===== src/rtl/global_types.sv =====
// Shared types and default sizing for the store buffer.
// Entry address field is SB_AW wide; instances use AW <= SB_AW.
package global_types;

  localparam int SB_DEPTH = 4;
  localparam int SB_AW    = 10;

  typedef struct packed {
    logic [SB_AW-1:0] addr;
    logic [31:0]      data;
  } sb_entry_t;

endpackage


===== src/rtl/store_buffer_if.sv =====
// Core-side store/load ports and data-memory port of the store buffer.
// master = core/memory environment, slave = store_buffer.
interface store_buffer_if
  import global_types::*;
#(
  parameter int AW = SB_AW
) ();

  logic          st_valid;
  logic [AW-1:0] st_addr;
  logic [31:0]   st_data;
  logic          st_ready;
  logic          ld_valid;
  logic [AW-1:0] ld_addr;
  logic [31:0]   ld_data;
  logic          ld_stall;
  logic          mem_we;
  logic [AW-1:0] mem_addr;
  logic [31:0]   mem_wd;
  logic [31:0]   mem_rd;
  logic          empty;

  modport master (
    output st_valid, st_addr, st_data,
    output ld_valid, ld_addr, mem_rd,
    input  st_ready, ld_data, ld_stall,
    input  mem_we, mem_addr, mem_wd, empty
  );

  modport slave (
    input  st_valid, st_addr, st_data,
    input  ld_valid, ld_addr, mem_rd,
    output st_ready, ld_data, ld_stall,
    output mem_we, mem_addr, mem_wd, empty
  );

endinterface


===== src/rtl/store_buffer_fifo.sv =====
// sb_fifo: circular storage of pending stores with head/tail/count.
// Entries are not reset; only pointers and count are cleared.
module sb_fifo
  import global_types::*;
#(
  parameter int DEPTH = SB_DEPTH,
  localparam int PW = $clog2(DEPTH),
  localparam int CW = $clog2(DEPTH + 1)
) (
  input  logic          clk_i,
  input  logic          rst_ni,
  input  logic          push_i,
  input  logic          pop_i,
  input  sb_entry_t     push_entry_i,
  output sb_entry_t     head_entry_o,
  output logic [PW-1:0] head_o,
  output logic [CW-1:0] count_o,
  output sb_entry_t     entries_o [DEPTH]
);

  sb_entry_t     mem_q [DEPTH];
  logic [PW-1:0] head_q, tail_q;
  logic [CW-1:0] count_q, count_d;

  always_comb begin
    count_d = count_q;
    case ({push_i, pop_i})
      2'b10:   count_d = count_q + CW'(1);
      2'b01:   count_d = count_q - CW'(1);
      default: count_d = count_q;
    endcase
  end

  always_ff @(posedge clk_i) begin
    if (!rst_ni) begin
      head_q  <= '0;
      tail_q  <= '0;
      count_q <= '0;
    end else begin
      if (push_i) tail_q <= tail_q + PW'(1);
      if (pop_i)  head_q <= head_q + PW'(1);
      count_q <= count_d;
    end
  end

  always_ff @(posedge clk_i) begin
    if (push_i) mem_q[tail_q] <= push_entry_i;
  end

  assign head_entry_o = mem_q[head_q];
  assign head_o       = head_q;
  assign count_o      = count_q;
  assign entries_o    = mem_q;

endmodule


===== src/rtl/store_buffer.sv =====
// Store buffer: memory-port arbitration and load/store hazard handling.
// Define STORE_BUFFER_FWD_EN to forward pending store data to loads.
module store_buffer
  import global_types::*;
#(
  parameter int DEPTH = SB_DEPTH,
  parameter int AW    = SB_AW
) (
  input logic           clock,
  input logic           reset,
  store_buffer_if.slave bus
);

  localparam int PW = $clog2(DEPTH);
  localparam int CW = $clog2(DEPTH + 1);

  sb_entry_t     head_e;
  sb_entry_t     entries [DEPTH];
  sb_entry_t     push_e;
  logic [PW-1:0] head;
  logic [CW-1:0] count;
  logic [PW-1:0] idx;
  logic          push, pop;
  logic          full, starve;
  logic          ld_sel, dr_sel;
  logic          hit;
`ifdef STORE_BUFFER_FWD_EN
  logic [31:0]   fwd_data;
`endif

  sb_fifo #(
    .DEPTH (DEPTH)
  ) u_fifo (
    .clk_i        (clock),
    .rst_ni       (reset),
    .push_i       (push),
    .pop_i        (pop),
    .push_entry_i (push_e),
    .head_entry_o (head_e),
    .head_o       (head),
    .count_o      (count),
    .entries_o    (entries)
  );

  assign push_e.addr = SB_AW'(bus.st_addr);
  assign push_e.data = bus.st_data;

  assign full   = (count == CW'(DEPTH));
  assign starve = full && bus.st_valid;
  assign ld_sel = !starve && bus.ld_valid;
  assign dr_sel = !starve && !bus.ld_valid && (count != '0);

  // Oldest-to-youngest scan, so the last match is the youngest.
  always_comb begin
    hit = 1'b0;
    idx = '0;
`ifdef STORE_BUFFER_FWD_EN
    fwd_data = '0;
`endif
    for (int i = 0; i < DEPTH; i++) begin
      idx = head + PW'(i);
      if (CW'(i) < count &&
          entries[idx].addr == SB_AW'(bus.ld_addr)) begin
        hit = 1'b1;
`ifdef STORE_BUFFER_FWD_EN
        fwd_data = entries[idx].data;
`endif
      end
    end
  end

  always_comb begin
    bus.st_ready = 1'b1;
    bus.empty    = 1'b1;
    bus.mem_we   = 1'b0;
    bus.mem_addr = '0;
    bus.mem_wd   = '0;
    bus.ld_data  = '0;
    bus.ld_stall = 1'b0;
    push         = 1'b0;
    pop          = 1'b0;
    if (reset) begin
      bus.st_ready = !full;
      bus.empty    = (count == '0);
      push         = bus.st_valid && !full;
      unique case (1'b1)
        starve: begin
          bus.ld_stall = bus.ld_valid;
          bus.mem_we   = 1'b1;
          bus.mem_addr = AW'(head_e.addr);
          bus.mem_wd   = head_e.data;
          pop          = 1'b1;
        end
        ld_sel: begin
`ifdef STORE_BUFFER_FWD_EN
          bus.mem_addr = bus.ld_addr;
          bus.ld_data  = hit ? fwd_data : bus.mem_rd;
`else
          if (hit) begin
            bus.ld_stall = 1'b1;
            bus.mem_we   = 1'b1;
            bus.mem_addr = AW'(head_e.addr);
            bus.mem_wd   = head_e.data;
            pop          = 1'b1;
          end else begin
            bus.mem_addr = bus.ld_addr;
            bus.ld_data  = bus.mem_rd;
          end
`endif
        end
        dr_sel: begin
          bus.mem_we   = 1'b1;
          bus.mem_addr = AW'(head_e.addr);
          bus.mem_wd   = head_e.data;
          pop          = 1'b1;
        end
        default: ;
      endcase
    end
  end

endmodule


===== src/flat_wrapper.sv =====
// flat-port wrapper written by rule: the top's interface ports become plain ports
module store_buffer_flat import global_types::*;
#(
  parameter int DEPTH = SB_DEPTH,
  parameter int AW    = SB_AW
)
  (clock, reset, bus_st_valid, bus_st_addr, bus_st_data, bus_ld_valid, bus_ld_addr, bus_mem_rd, bus_st_ready, bus_ld_data, bus_ld_stall, bus_mem_we, bus_mem_addr, bus_mem_wd, bus_empty);
  store_buffer_if #(.AW(AW)) bus_i ();
  input logic clock;
  input logic reset;
  input wire logic [$bits(bus_i.st_valid)-1:0] bus_st_valid;
  input wire logic [$bits(bus_i.st_addr)-1:0] bus_st_addr;
  input wire logic [$bits(bus_i.st_data)-1:0] bus_st_data;
  input wire logic [$bits(bus_i.ld_valid)-1:0] bus_ld_valid;
  input wire logic [$bits(bus_i.ld_addr)-1:0] bus_ld_addr;
  input wire logic [$bits(bus_i.mem_rd)-1:0] bus_mem_rd;
  output wire logic [$bits(bus_i.st_ready)-1:0] bus_st_ready;
  output wire logic [$bits(bus_i.ld_data)-1:0] bus_ld_data;
  output wire logic [$bits(bus_i.ld_stall)-1:0] bus_ld_stall;
  output wire logic [$bits(bus_i.mem_we)-1:0] bus_mem_we;
  output wire logic [$bits(bus_i.mem_addr)-1:0] bus_mem_addr;
  output wire logic [$bits(bus_i.mem_wd)-1:0] bus_mem_wd;
  output wire logic [$bits(bus_i.empty)-1:0] bus_empty;
  assign bus_i.st_valid = bus_st_valid;
  assign bus_i.st_addr = bus_st_addr;
  assign bus_i.st_data = bus_st_data;
  assign bus_i.ld_valid = bus_ld_valid;
  assign bus_i.ld_addr = bus_ld_addr;
  assign bus_i.mem_rd = bus_mem_rd;
  assign bus_st_ready = bus_i.st_ready;
  assign bus_ld_data = bus_i.ld_data;
  assign bus_ld_stall = bus_i.ld_stall;
  assign bus_mem_we = bus_i.mem_we;
  assign bus_mem_addr = bus_i.mem_addr;
  assign bus_mem_wd = bus_i.mem_wd;
  assign bus_empty = bus_i.empty;
  store_buffer #(.DEPTH(DEPTH), .AW(AW)) u_core (.clock(clock), .reset(reset), .bus(bus_i));
endmodule

===== config.mk =====
export PLATFORM = sky130hd
export DESIGN_NAME = store_buffer_flat
export DESIGN_NICKNAME = d
export VERILOG_FILES = /design/src/rtl/global_types.sv /design/src/rtl/store_buffer_if.sv /design/src/rtl/store_buffer_fifo.sv /design/src/rtl/store_buffer.sv /design/src/flat_wrapper.sv
export SDC_FILE = /design/constraint.sdc
export NUM_CORES = 1
export LEC_CHECK = 0
export ABC_AREA = 1
export BUFFER_PORTS_ARGS = -buffer_cell sky130_fd_sc_hd__buf_2
export CAP_MARGIN = 20
export CORE_MARGIN = 10
export CORE_UTILIZATION = 50
export CTS_CLUSTER_SIZE = 10
export DETAILED_ROUTE_END_ITERATION = 8
export PLACE_DENSITY = 0.71
export SKIP_LAST_GASP = 1
export SYNTH_ARGS = -nofsm -noshare
export SYNTH_HDL_FRONTEND = slang
export SYNTH_SLANG_ARGS = --single-unit

===== constraint.sdc =====
create_clock -name clock -period 6.8 [get_ports clock]
set_clock_uncertainty 0.15 [all_clocks]
set_input_delay 0.34 -clock clock [delete_from_list [all_inputs] [get_ports clock]]
set_output_delay 0.34 -clock clock [all_outputs]
set_load 0.01 [all_outputs]

# Word-level counts from Yosys, hierarchy flattened
# Cells that the tools add are included.
word_totals:
  output_inout_bits: 78
  in_bits: 88
  ff_bits: 175
classes:
  order_cmp: 10
  n_eq_ne: 7
  add_sub_neg: 6
  reduce_logical: 17
  mux: 37
  bitwise: 5
op_table:
  columns: ["op", "n"]
  rows:
  - ["42-bit two-way mux", 9]
  - ["42-bit binary-select mux with 2-bit select", 4]
  - ["168-bit bitwise mux", 1]
  - ["32-bit two-way mux", 5]
  - ["42-bit demux with 2-bit select", 1]
  - ["32-bit case mux with 2 select lines", 1]
  - ["10-bit == test", 4]
  - ["10-bit two-way mux", 2]
  - ["10-bit case mux with 2 select lines", 1]
  - ["3-bit greater-or-equal comparator (second input constant)", 5]
  - ["2-bit inverter with 3-bit output", 5]
  - ["1-bit logical AND", 10]
  - ["1-bit two-way mux", 10]
  - ["1-bit by 3-bit < comparator with 1-bit output (first input constant)", 2]
  - ["2-bit by 3-bit < comparator with 1-bit output (first input constant)", 2]
  - ["3-bit case mux with 2 select lines", 1]
  - ["2-bit by 1-bit adder with 2-bit output (second input constant)", 2]
  - ["2-bit adder (second input constant)", 2]
  - ["1-bit case mux with 2 select lines", 2]
  - ["3-bit by 1-bit adder with 3-bit output (second input constant)", 1]
  - ["3-bit == test (second input constant)", 1]
  - ["1-bit logical NOT", 3]
  - ["3-bit logical NOT", 1]
  - ["3-bit by 1-bit < comparator with 1-bit output (second input constant)", 1]
  - ["other kinds (6)", 6]

# Longest topological paths before layout
logic_depth:
  ltp_word: 15
  depth_mapped: 26

# By module
# Synthesis repeated with hierarchy kept, for this count alone.
hier_totals:
  cells_unflattened: 1092
  hier_area_um2: 9401.5
by_module_without_submodules:
  columns: ["module", "area_per_inst_um2", "cells_per_inst", "instances"]
  rows:
  - ["sb_fifo", 6666.4, 458, 1]
  - ["store_buffer", 2735.1, 634, 1]

# Least setup slack after synthesis
# OpenSTA, ideal clock, no wires.
synth_timing:
  path_kind: "register to register"
  from: "register u_core.u_fifo.count_q[0], in the netlist u_core.u_fifo.count_o[0]"
  to: "register u_core.u_fifo.mem_q, in the netlist u_core.u_fifo.entries_o[0], enable pin"
  arrival_ps: 2693
  slack_ps: 3516
  stages_incl_launch_ff: 6
  setup_ps: 442
  period_less_slack_ps: 3284
  cell_sequence: "dfxtp_1 inv_1 ha_1 nand2_1 nand3_1 nor2_1"
synth_via:
  elab_chain_cells: 4
synth_lines:
  columns: ["element", "line", "rtl"]
  rows:
  - ["from (decl)", "store_buffer_fifo.sv:23", "logic [CW-1:0] count_q, count_d;"]
  - ["from (signal assigned)", "store_buffer_fifo.sv:42", "count_q <= count_d;"]
  - ["3-bit == test", "store_buffer.sv:48", "assign full = (count == CW'(DEPTH));"]
  - ["1-bit logical NOT", "store_buffer.sv:85", "push = bus.st_valid && !full;"]
  - ["1-bit logical AND", "store_buffer.sv:85", null]
  - ["1-bit two-way mux", "store_buffer.sv:82", "if (reset) begin"]
  - ["to (signal, indexed assignment)", "store_buffer_fifo.sv:47", "if (push_i) mem_q[tail_q] <= push_entry_i;"]
  - ["to (decl)", "store_buffer_fifo.sv:21", "sb_entry_t mem_q [DEPTH];"]
# No other way between the ends.
# A chain may end at the register's enable or synchronous reset.

# Worst setup path in the final report
layout_timing:
  from: "register u_core.u_fifo.head_q[1], in the netlist u_core.u_fifo.head_o[1]"
  to: "output bus_mem_wd[13]"
layout_via:
  elab_chain_cells: 13
layout_lines:
  columns: ["element", "line", "rtl"]
  rows:
  - ["from (decl)", "store_buffer_fifo.sv:22", "logic [PW-1:0] head_q, tail_q;"]
  - ["from (signal assigned)", "store_buffer_fifo.sv:41", "if (pop_i) head_q <= head_q + PW'(1);"]
  - ["2-bit by 1-bit adder with 2-bit output or 2-bit inverter with 3-bit output (tied branches)", "store_buffer.sv:61, store_buffer_fifo.sv:50, store_buffer.sv:63", null]
  - ["2-bit inverter with 3-bit output (not written as such) or 42-bit binary-select mux with 2-bit select (tied branches)", "store_buffer.sv:63, store_buffer_fifo.sv:50", null]
  - ["42-bit binary-select mux with 2-bit select or 42-bit two-way mux (tied branches)", "store_buffer.sv:63, store_buffer_fifo.sv:50", null]
  - ["42-bit two-way mux, on equally long branches", "store_buffer.sv:63, store_buffer_fifo.sv:50", null]
  - ["42-bit two-way mux (not written as such) or 10-bit == test (tied branches)", "store_buffer.sv:63", "entries[idx].addr == SB_AW'(bus.ld_addr)) begin"]
  - ["10-bit == test or 1-bit logical AND (tied branches)", "store_buffer.sv:63, store_buffer.sv:62", null]
  - ["1-bit logical AND or 1-bit two-way mux (tied branches)", "store_buffer.sv:62", "if (CW'(i) < count &&"]
  - ["1-bit two-way mux (3 in series)", "store_buffer.sv:62", null]
  - ["32-bit two-way mux", "store_buffer.sv:99", "if (hit) begin"]
  - ["32-bit case mux with 2 select lines (*)", "store_buffer.sv:86", "unique case (1'b1)"]
  - ["32-bit two-way mux (*)", "store_buffer.sv:82", null]
  - ["to (decl)", "flat_wrapper.sv:22", "output wire logic [$bits(bus_i.mem_wd)-1:0] bus_mem_wd;"]
# Mark *: on every way between the ends. The rest lies on a longest branch, timed or not. The select of a mux whose other input is x is not followed.

==> flow_summary.json <==
{
  "status": "complete, no violations",
  "crit_path_end": "bus_mem_wd[13]",
  "cts_tree": "yes",
  "grt_use_met2": 0.3248,
  "dieArea_um2": 22840,
  "gp_congestion": 0.9542,
  "met3_usage": 0.05609,
  "critPathLaunchType": "register",
  "yosysSeqAreaShare": 0.6029,
  "tns_ns": 0,
  "syn_area_um2": 8599,
  "nets": 1212,
  "via_count": 7187,
  "root_buffer": "clkbuf_16",
  "avgSynthCellArea_um2": 9.317,
  "use_met1": 0.2318,
  "timing.fmax_ghz": 0.1904,
  "core_um2": 16700,
  "via_per_inst": 5.328,
  "rr_worst_depth": 24,
  "cts_buffers": 17,
  "critPathKind": "register to output pin",
  "cap_violations": 0,
  "port-buffer-count": 165,
  "die_h_um": 151.1,
  "drv_slew": 0,
  "grt_usage": 0.1899,
  "rsz0062_at_grt": "no",
  "final_cell_mix": "311 x nand2_1, 168 x edfxtp_1, 165 x buf_2, 90 x nand3_1, 82 x nor2_1",
  "antenna_found_initial": 1,
  "cp.required_ns": 6.31,
  "hold_viol": 0,
  "htreeDepth": 4,
  "clkTransAtPathRegs_ns": 0.07,
  "hold_class": "primary input to register",
  "synthCells": 923,
  "powerDensity_nw_per_um2": 262.2,
  "cts_setup_buffers": 0,
  "ys_seq_elements": 175,
  "grt_pass1_vias": 6905,
  "top_usage_layer": "met2",
  "arrival_ns": 4.76,
  "drc": 0,
  "floorplan.initialDensity": 0.5149,
  "drive_gt1_frac": 0.1986,
  "r2r_setup_slack_ns": 1.87,
  "rows": 47,
  "synth_top_cell_area_share": 0.5866,
  "syn_nets": 1020,
  "io_pins": 166,
  "cts_num_sinks": 175,
  "wl_per_cell_um": 16.28,
  "worstReg2RegEnd": "u_core.u_fifo.count_o[2]$_SDFFE_PN0P_",
  "tightestPinTransition_ns": 0.8789,
  "final_common_cell": "nand2_1",
  "clk_path_buf_depth": 2,
  "grt-ovfl-total": 0,
  "dr.pass1.iters": 7,
  "crit_fanout": 33,
  "syn_to_final_growth_pct": 23.37,
  "clkLatencyLatePin_ns": 0.42,
  "routed_wirelength_mm": 21.96,
  "die-width_um": 151.1,
  "synth_area_leaders": "edfxtp_1 59%, nand2_1 14%, nand3_1 5.2%",
  "max-slew-margin-rel": 0.4134,
  "ys_warn_count": 0,
  "final-instance-count-excl-fill": 1349,
  "ant_nets": 0,
  "setup_viol": 0,
  "hold_slack_ns": 0.01466,
  "leakage_nw": 4.666,
  "first_iter_violations": 493,
  "grt_pass1_wl_mm": 34.52,
  "crit_path_end_kind": "output pin",
  "min_period_ns": 5.252,
  "ys_types": 25,
  "reg2reg_from": "u_core.u_fifo.head_o[1]$_SDFFE_PN0P_",
  "vdd.ir_drop.worst_v": 0.0002109,
  "grt_start_max_net_pins": 47,
  "dpl.cell_count": 1275,
  "hpwl_mm": 14.75,
  "crit_path_start": "u_core.u_fifo.head_o[1]$_SDFFE_PN0P_",
  "synth_top_area_cell": "edfxtp_1",
  "finalCritPeriodShare": 0.7723
}
## layout make-up
cell class,instances,area [um^2]
clock inverters,15,180.2
inverters,86,322.8
clock buffers,17,425.4
diodes,1,2.502
multi-input cells,620,2914
well taps,220,275.3
fillers,1362,6092
flip-flops and latches,175,5185
repair buffers,215,1304
## registers in the layout (all words and copies together), names as in the netlist
signal                   count
u_core.u_fifo.entries_o    168
u_core.u_fifo.count_o        3
u_core.u_fifo.head_o         2
u_core.u_fifo.tail_q         2
## metrics by stage
step / cell area (um^2) / total power [mW] / util / setup WS (ns)
after floorplan: 8600 / 1.649 / - / 3.516
after global placement: 9590 / 1.813 / 0.5742 / 2.075
after detailed placement: 9590 / 1.819 / 0.5742 / 1.919
after CTS: 10610 / 2.793 / 0.6351 / 1.568
after global routing: 10610 / 2.925 / 0.6352 / 1.037
final: 10610 / 2.782 / 0.6352 / 1.548
## worst min path at each step
stage / start / end / slack, ns / cells past startpoint
6_report: bus_st_data[13] / u_core.u_fifo.entries_o[13]$_DFFE_PP_ / 0.01 / 1
3_3_place_gp: u_core.u_fifo.tail_q[1]$_SDFFE_PN0P_ / u_core.u_fifo.tail_q[1]$_SDFFE_PN0P_ / 0.37 / 2
4_1_cts: bus_st_data[13] / u_core.u_fifo.entries_o[139]$_DFFE_PP_ / 0.004 / 1
3_5_place_dp: u_core.u_fifo.tail_q[1]$_SDFFE_PN0P_ / u_core.u_fifo.tail_q[1]$_SDFFE_PN0P_ / 0.39 / 2
5_1_grt: bus_st_data[13] / u_core.u_fifo.entries_o[13]$_DFFE_PP_ / 0.005 / 1
2_1_floorplan: bus_st_data[0] / u_core.u_fifo.entries_o[0]$_DFFE_PP_ / 0.29 / 0
## metal layers
metal / up-vias / routed length, um
li1: 3540 / -
met1: 3347 / 9236
met2: 287 / 10350
met3: 13 / 2197
met4: 0 / 169
met5: - / 0
## cell usage after synthesis, drive strengths merged
cell / number
dfxtp: 7
o211ai: 1
a22oi: 3
o22ai: 32
buf: 22
a31oi: 2
o221ai: 32
nand4: 4
ha: 9
a21oi: 16
clkinv: 2
nand3: 90
nand2: 319
clkbuf: 20
xor2: 6
o21ai: 20
edfxtp: 168
inv: 84
nor2: 86
## kinds of logic (layout without fill, tap and decap cells)
logic type | count (synthesis) | count (layout) | synth area share
flops | 175 | 175 | 0.6029
simple gates | 499 | 499 | 0.2344
buf+inv | 128 | 333 | 0.06169
fa+ha+maj | 9 | 9 | 0.01309
other cells | 0 | 1 | 0
xor+xnor | 6 | 6 | 0.006111
compound gates | 106 | 106 | 0.08177
## worst max-delay path: stages (launching register included)
cell     delay (ns)
dfxtp_1        0.33
buf_4          0.28
inv_2          0.24
nand2_2        0.65
nand2_2        0.46
nand2_1        0.19
nand2_1        0.07
nand2_1        0.07
nand2_1        0.05
inv_1          0.04
nand2_1        0.04
nor2_1         0.09
nand3_1        0.08
nand2_1        0.07
inv_2          0.03
nand2_1        0.28
nand2_2        0.19
nand2_2        0.14
nand2_2        0.44
nor2_1         0.37
buf_2          0.20
## where the power goes
group	internal [mW]	total (mW)	switching [mW]
logic	0.200	0.590	0.390
clock network	0.500	0.966	0.466
registers	1.21	1.23	0.0107
## repair_timing
action                     in CTS  in global routing
setup endpoints to repair       0                  0
hold endpoints to repair      164                  0
hold buffers                   41                  0
gates resized for setup         0                  0
Note: power is estimated with default switching activity, not from simulation.
